==> config.mk <==
export PLATFORM = sky130hd
export DESIGN_NAME = seq_divider
export DESIGN_NICKNAME = d
export VERILOG_FILES = /design/src/rtl/seq_divider_pkg.sv /design/src/rtl/seq_divider_div_step.sv /design/src/rtl/seq_divider.sv
export SDC_FILE = /design/constraint.sdc
export NUM_CORES = 1
export LEC_CHECK = 0
export BUFFER_PORTS_ARGS = -buffer_cell sky130_fd_sc_hd__clkbuf_2
export CORE_MARGIN = 2
export CORE_UTILIZATION = 45
export DETAILED_ROUTE_END_ITERATION = 10
export GPL_TIMING_DRIVEN = 0
export PLACE_DENSITY = 0.69
export SYNTH_ARGS = -nofsm -noshare
export SYNTH_HDL_FRONTEND = slang
export SYNTH_SLANG_ARGS = --single-unit
==> constraint.sdc <==
create_clock -name clk -period 2.5 [get_ports clk]
set_input_delay 0.5 -clock clk [delete_from_list [all_inputs] [get_ports clk]]
set_output_delay 0.5 -clock clk [all_outputs]
set_load 0.05 [all_outputs]
==> src/rtl/seq_divider_pkg.sv <==
// Shared types and sizing helpers for the sequential restoring divider.
package seq_divider_pkg;

  typedef enum logic [1:0] {IDLE, CALC, DONE} div_state_t;

  // Step counter must hold values 0..a_width-1; sized from a_width+1 so a_width=1 still gets one bit
  function automatic int cnt_width(input int aw);
    return (aw < 1) ? 1 : $clog2(aw + 1);
  endfunction

endpackage

==> src/rtl/seq_divider_div_step.sv <==
// One restoring-division step: shift in the next dividend bit, subtract the divisor if it fits.
module div_step #(
  parameter int b_width = 8
) (
  input  logic [b_width:0]   rem,
  input  logic               q_msb,
  input  logic [b_width-1:0] divisor,
  output logic [b_width:0]   rem_next,
  output logic               q_bit
);

  logic [b_width+1:0] t;
  logic [b_width+1:0] d_ext;

  // Compare at b_width+2 bits so the full partial remainder takes part in the decision
  assign t        = {rem, q_msb};
  assign d_ext    = {2'b00, divisor};
  assign q_bit    = (t >= d_ext);
  assign rem_next = q_bit ? (t[b_width:0] - d_ext[b_width:0]) : t[b_width:0];

endmodule

==> src/rtl/seq_divider.sv <==
// Iterative unsigned restoring divider, one quotient bit per clock, valid/ready on both sides.
module seq_divider
  import seq_divider_pkg::*;
#(
  parameter int a_width = 8,
  parameter int b_width = 8
) (
  input  logic                       clk,
  input  logic                       rst,
  input  logic                       in_valid,
  output logic                       in_ready,
  input  logic [a_width+b_width-1:0] dividend,
  input  logic [b_width-1:0]         divisor,
  output logic                       out_valid,
  input  logic                       out_ready,
  output logic [a_width-1:0]         quotient,
  output logic [b_width-1:0]         remainder,
  output logic                       div_zero,
  output logic                       overflow
);

  localparam int DW = a_width + b_width;
  localparam int CW = cnt_width(a_width);

  div_state_t           state, state_nxt;
  logic [b_width:0]     rem_r;
  logic [a_width-1:0]   q_r;
  logic [b_width-1:0]   dvs_r;
  logic [CW-1:0]        cnt;

  logic [b_width-1:0]   hi;
  logic                 in_fire;
  logic                 last_step;
  logic                 dvs_zero;
  logic                 ovf_hit;
  logic [b_width:0]     rem_nxt;
  logic                 q_bit;
  logic [a_width:0]     q_shift_w;
  logic [a_width-1:0]   q_shift;

  assign hi        = dividend[DW-1:a_width];
  assign in_ready  = (state == IDLE);
  assign out_valid = (state == DONE);
  assign in_fire   = in_valid && in_ready;
  assign last_step = (cnt == CW'(a_width - 1));
  assign dvs_zero  = (divisor == '0);
  // Upper half >= divisor means the quotient needs more than a_width bits
  assign ovf_hit   = (hi >= divisor);
  assign q_shift_w = {q_r, q_bit};
  assign q_shift   = q_shift_w[a_width-1:0];

  div_step #(.b_width(b_width)) u_step (
    .rem      (rem_r),
    .q_msb    (q_r[a_width-1]),
    .divisor  (dvs_r),
    .rem_next (rem_nxt),
    .q_bit    (q_bit)
  );

  always_ff @(posedge clk) begin
    if (rst) state <= IDLE;
    else     state <= state_nxt;
  end

  always_comb begin
    state_nxt = state;
    case (state)
      IDLE: if (in_fire) state_nxt = (dvs_zero || ovf_hit) ? DONE : CALC;
      CALC: if (last_step) state_nxt = DONE;
      DONE: if (out_ready) state_nxt = IDLE;
      default: state_nxt = IDLE;
    endcase
  end

  always_ff @(posedge clk) begin
    if (rst) begin
      rem_r     <= '0;
      q_r       <= '0;
      dvs_r     <= '0;
      cnt       <= '0;
      quotient  <= '0;
      remainder <= '0;
      div_zero  <= 1'b0;
      overflow  <= 1'b0;
    end else begin
      case (state)
        IDLE: if (in_fire) begin
          dvs_r <= divisor;
          cnt   <= '0;
          if (dvs_zero) begin
            div_zero  <= 1'b1;
            quotient  <= '1;
            remainder <= '0;
          end else if (ovf_hit) begin
            overflow  <= 1'b1;
            quotient  <= '1;
            remainder <= '0;
          end else begin
            rem_r <= {1'b0, hi};
            q_r   <= dividend[a_width-1:0];
          end
        end
        CALC: begin
          rem_r <= rem_nxt;
          q_r   <= q_shift;
          cnt   <= cnt + CW'(1);
          // Results are published only on the final step so they stay stable through DONE
          if (last_step) begin
            quotient  <= q_shift;
            remainder <= rem_nxt[b_width-1:0];
          end
        end
        DONE: if (out_ready) begin
          div_zero <= 1'b0;
          overflow <= 1'b0;
        end
        default: ;
      endcase
    end
  end

endmodule
# == Word-level counts from Yosys, hierarchy flattened ==
# Cells that the tools add are included.
# word_totals
regBits,49
in_bits,28
wordCells,71
# classes
add_sub_neg,2
n_lt_le_gt_ge,2
eq_ne,11
mux,34
n_reduce_logical,13
# ops
cell,n
$mux W8,11
$pmux W8 S2,3
$mux W9,4
$pmux W9 S2,1
$reduce_and A4 Y1,3
$ge A10 B8 Y1,1
$sub A9 B8 Y9,1
$ge A8 B8 Y1,1
$logic_not A8 Y1,1
$mux W2,4
$ne A2 B1 Y1 const B,4
$pmux W4 S2,1
$mux W1,6
$ne A2 B2 Y1 const B,3
$pmux W2 S3,1
$reduce_and A5 Y1,1
$add A4 B1 Y4 const B,1
$eq A4 B3 Y1 const B,1
$mux W4,1
$pmux W1 S2,2
$reduce_and A2 Y1,2
$reduce_bool A2 Y1,2
$ne A3 B1 Y1 const B,1
$reduce_and A3 Y1,1
other kinds (5),5

# == Depth between registers and ports, before layout ==
# depth
ltp_word,5
depth_mapped,11
depth_no_buf,10

# == Cells and area by module ==
# Synthesis repeated with hierarchy kept, for this count alone.
# unflattened
hier_cells,351
hier_area_um2,3006.6
# by_module_without_submodules
module,instances,cells_each,area_each_um2,seq_area_each_um2
seq_divider,1,279,2464.9,980.9
div_step,1,72,541.8,0.0

# == Least setup slack after synthesis ==
# No wires, ideal clock.
# synth_path
path_kind,reg2reg
startpoint,register q_r[7]
endpoint,register rem_r[0]
setup_time_ps,70
t_arrival_ps,2561
path_slack_ps,-131
stages_incl_launch_ff,11
path_buffers,0
period_less_slack_ps,2631
path_cell_list,dfxtp_1 inv_1 ha_1 inv_1 fa_1 a211oi_4 o21ai_2 a2111oi_4 mux2_2 a21o_1 a21oi_1
# synth_via
elab_chain_len,3
word_cells_on_any_way,4
# synth_lines
item,line,rtl
from (decl),seq_divider.sv:27,logic [a_width-1:0] q_r;
from (signal assigned),seq_divider.sv:100,q_r <= dividend[a_width-1:0];
from (signal assigned),seq_divider.sv:105,q_r <= q_shift;
$sub A9 B8 Y9 or $ge A10 B8 Y1 (tied branches),"seq_divider_div_step.sv:19, seq_divider_div_step.sv:18",
$mux W9 *,seq_divider_div_step.sv:19,assign rem_next = q_bit ? (t[b_width:0] - d_ext[b_width:0]) : t[b_width:0];
$pmux W9 S2 *,seq_divider.sv:86,case (state)
to (signal assigned),seq_divider.sv:99,"rem_r <= {1'b0, hi};"
to (signal assigned),seq_divider.sv:104,rem_r <= rem_nxt;
to (decl),seq_divider.sv:26,logic [b_width:0] rem_r;
# Mark *: on every way between the ends. The rest lies on a longest branch, timed or not.
# A chain may end at the register's enable or synchronous reset.

# == Final worst setup path ==
# Ends and elaborated chain as after synthesis.

==> run_results.csv <==
group,metric,value,unit
outcome,run_status,"finished with violations",
outcome,violations,"setup timing",
power_and_ir_drop,p_leak,1.42,nW
clock_network,clk-insertion-delay-late,0.31,ns
power_and_ir_drop,p_sw,1.08,mW
job,drv_cap,0,
die,rows,28,
synth,netlist_instances,309,
setup_path,path_cells,"inv_2 > ha_4 > inv_2 > fa_2 > a211oi_4 > o21ai_2 > a2111oi_4 > buf_4 > mux2_4 > a21o_1 > a21oi_1",
setup_path,critical_path.slowest_cell,"a2111oi_4",
clock_network,cts_buffer_depth,2,
die,die_h,81.3,um
die,ios,48,
die,fp.coreArea,0.00585,mm^2
power_and_ir_drop,switching_share,0.382,
setup_path,crit_arrival,2.77,ns
synth,async_flop_share,0,
setup_path,setup.worst_path.end_class,"flop",
timing,timing.slew.headroom,0.586,
power_and_ir_drop,power,2.82,mW
synth,ys_seq_area_frac,0.365,
power_and_ir_drop,intPower,1.74,mW
synth,ys_types,51,
synth,syn_avg_cell_area,8.71,um^2
power_and_ir_drop,p_comb_frac,0.465,
timing,setup_viol,1,
final_layout,multi_input_area,0.00167,mm^2
global_route,antenna_found_initial,0,
setup_path,critPathTopFamily,"compound AO/OA/AOI/OAI gates",
timing,grt_setup_unrepaired,"yes",
detailed_routing,viasPerCell,5.52,
setup_path,reg2reg_slack,-0.02,ns
place,dpl.hpwl,4.97,mm
power_and_ir_drop,pwr-share-seq,0.329,
global_route,overflow,0,
clock_network,cts_buffers,5,
clock_network,cts.clk_slew.worst_paths,0.09,ns
timing,fin_worst_skew,0.0122,ns
die,initial_utilization,0.460,
detailed_routing,post_drt_wl_per_cell,15.2,um
global_route,grt_pass1_vias,2219,
setup_path,cp_data_required_time,2.75,ns
synth,syn_area,0.00269,mm^2
timing,maxSlewViolCount,0,
setup_path,critPathKind,"reg -> reg",
setup_path,cpPeakStageDelay,0.37,ns
synth,synth_top_flop_cell,"dfxtp_1",
clock_network,tritoncts,"done",
power_and_ir_drop,p_per_area,857,mW/mm^2
synth,yosysWarnings,0,
final_layout,num-fill-cells,552,
global_route,track_usage,0.213,
timing,layout_setup_ws,-0.0214,ns
timing,post-route-period-util,1.01,
timing,timing.fmax,397,MHz
detailed_routing,drc,0,
setup_path,critPathBufInv,3,
timing,worstMarginPinSlew,0.621,ns
detailed_routing,wl,6.73,mm
setup_path,cp_max_fo,2,
detailed_routing,dr.first_iter.drc_count,187,
final_layout,final_nets,414,
timing,whs,0.392,ns
synth,synth-edff-count,0,
synth,ys_seq_elements,49,
place,portBuffers,46,
synth,synthesis.nets,355,
detailed_routing,postRouteAntennaNets,0,
detailed_routing,num_vias,2449,
final_layout,drive_above_1_share,0.257,
setup_path,r2r_cells,11,
worst_hold_path,min_path_type,"in -> reg",
clock_network,htree_levels,2,
detailed_routing,drt_pass1_iterations,4,
power_and_ir_drop,clkPwrFrac,0.206,
setup_path,cp-start-kind,"flop",
final_layout,area_growth,22.3,%
global_route,grt_pass1_wl,10.7,mm
clock_network,ctsHoldBuffers,0,
setup_path,cp_num_cells,11,
die,die_area,0.00661,mm^2
clock_network,cts_sinks,49,
worst_hold_path,holdPathStages,2,
die,die_w,81.3,um
clock_network,cts-root-buf,"clkbuf_8",
final_layout,seq_area,983,um^2
timing,hold_violations,0,
timing,layout_min_cycle_time,2.52,ns
place,gp_congestion,0.829,
global_route,grt_start_max_net_pins,17,
setup_path,crit_top_cell,"inv_2",
power_and_ir_drop,irDropWorstVdd,0.000307,V
final_layout,diodes,0,
-- kinds of logic (layout without fill, tap and decap cells) --
family	after synthesis	after routing	synth area share
buffers and inverters	36	96	0.0535
AND/OR/NAND/NOR	96	96	0.162
flip-flops	49	49	0.365
multiplexers	18	18	0.0674
AO/OA/AOI/OAI	87	87	0.249
adder cells (fa/ha/maj)	18	18	0.0865
XOR/XNOR	5	5	0.0163
-- timing repair --
action | CTS | global route
setup endpoints to repair | 23 | 32
gates cloned | 0 | 0
setup buffers | 3 | 3
pin swaps | 2 | 8
gates resized for setup | 5 | 17
hold endpoints to repair | 0 | 0
-- synth_stat cells, types with 2 or more instances --
master	number	area, um^2
nand2b_1	5	31.3
a31oi_1	3	18.8
inv_1	19	71.3
o2bb2ai_1	6	52.6
nand4_1	3	18.8
nor4_1	2	12.5
nor2b_1	3	18.8
a211oi_2	5	62.6
xnor2_1	2	17.5
nand2_1	27	101
a211oi_1	17	128
nor2_1	37	139
a21oi_1	25	125
nor3_1	7	35.0
o21ai_0	6	30.0
o21bai_1	2	15.0
ha_1	17	213
xor2_1	3	26.3
nand3_1	4	20.0
mux2i_1	17	170
clkbuf_1	14	52.6
dfxtp_1	49	981
o21a_1	2	15.0
a21o_1	7	52.6
-- power groups by stage --
stage	Combinational (mW)	Clock (mW)	Sequential (mW)
CTS	1.16	0.589	0.923
finish	1.31	0.582	0.927
global route	1.41	0.624	0.939
floorplan	0.776	0	0.996
detailed placement	1.06	0	0.938
global placement	1.05	0	0.935
-- cells in the final DEF, fill, tap and decap left out, types with 4 or more instances in the layout --
master and instances:
a21oi_1 24, clkbuf_8 5, o21ai_0 6, mux2i_1 12, buf_4 5, mux2i_4 4
clkbuf_1 12, nand2_1 27, o2bb2ai_1 6, a211oi_1 17, nor2_1 36, dfxtp_1 47
inv_1 17, a211oi_2 5, a21o_1 7, clkbuf_2 48, ha_1 16, nor3_1 7
nand2b_1 5
-- sequential cells by signal, summed over array words and instances (netlist names) --
name	flops
cnt	4
div_zero	1
dvs_r	8
overflow	1
q_r	8
quotient	8
rem_r	9
remainder	8
state	2
-- per-stage QoR --
stage | utilization | instances | setup WS (ns) | area [um^2] | TNS, ns
global placement | 0.517 | 430 | -0.398 | 3020 | -10.34
finish | 0.562 | 444 | -0.0214 | 3290 | -0.0214
global route | 0.562 | 444 | -0.100 | 3290 | -0.666
CTS | 0.544 | 441 | -0.0511 | 3180 | -0.445
detailed placement | 0.517 | 430 | -0.399 | 3020 | -10.74
floorplan | - | 309 | 0.00128 | 2700 | 0
-- worst paths after layout --
kind,startpoint,end
worst max-delay path,q_r[7]$_SDFFE_PP0P_,rem_r[0]$_SDFFE_PP0P_
worst min-delay path,out_ready,overflow$_SDFFE_PP0P_
worst max register to register,q_r[7]$_SDFFE_PP0P_,rem_r[0]$_SDFFE_PP0P_
worst min register to register,dvs_r[5]$_SDFFE_PP0P_,dvs_r[5]$_SDFFE_PP0P_
-- routing by layer --
layer / GRT usage / share of wire / wire, um
met1: 0.297 / 0.47 / 3180
met2: 0.334 / 0.46 / 3120
met3: 0.0378 / 0.054 / 366
met4: 0.0644 / 0.0095 / 64
met5: 0 / 0 / 0
-- cell type report --
cell class | instances | share of cell area
clock buffers | 5 | 0.0209
flip-flops and latches | 49 | 0.299
inverters | 19 | 0.0217
multi-input cells | 224 | 0.508
plain buffers | 17 | 0.0236
well taps | 75 | 0.0285
clock inverters | 3 | 0.0133
repair buffers | 52 | 0.0848
(Power assumes the default switching activity.)
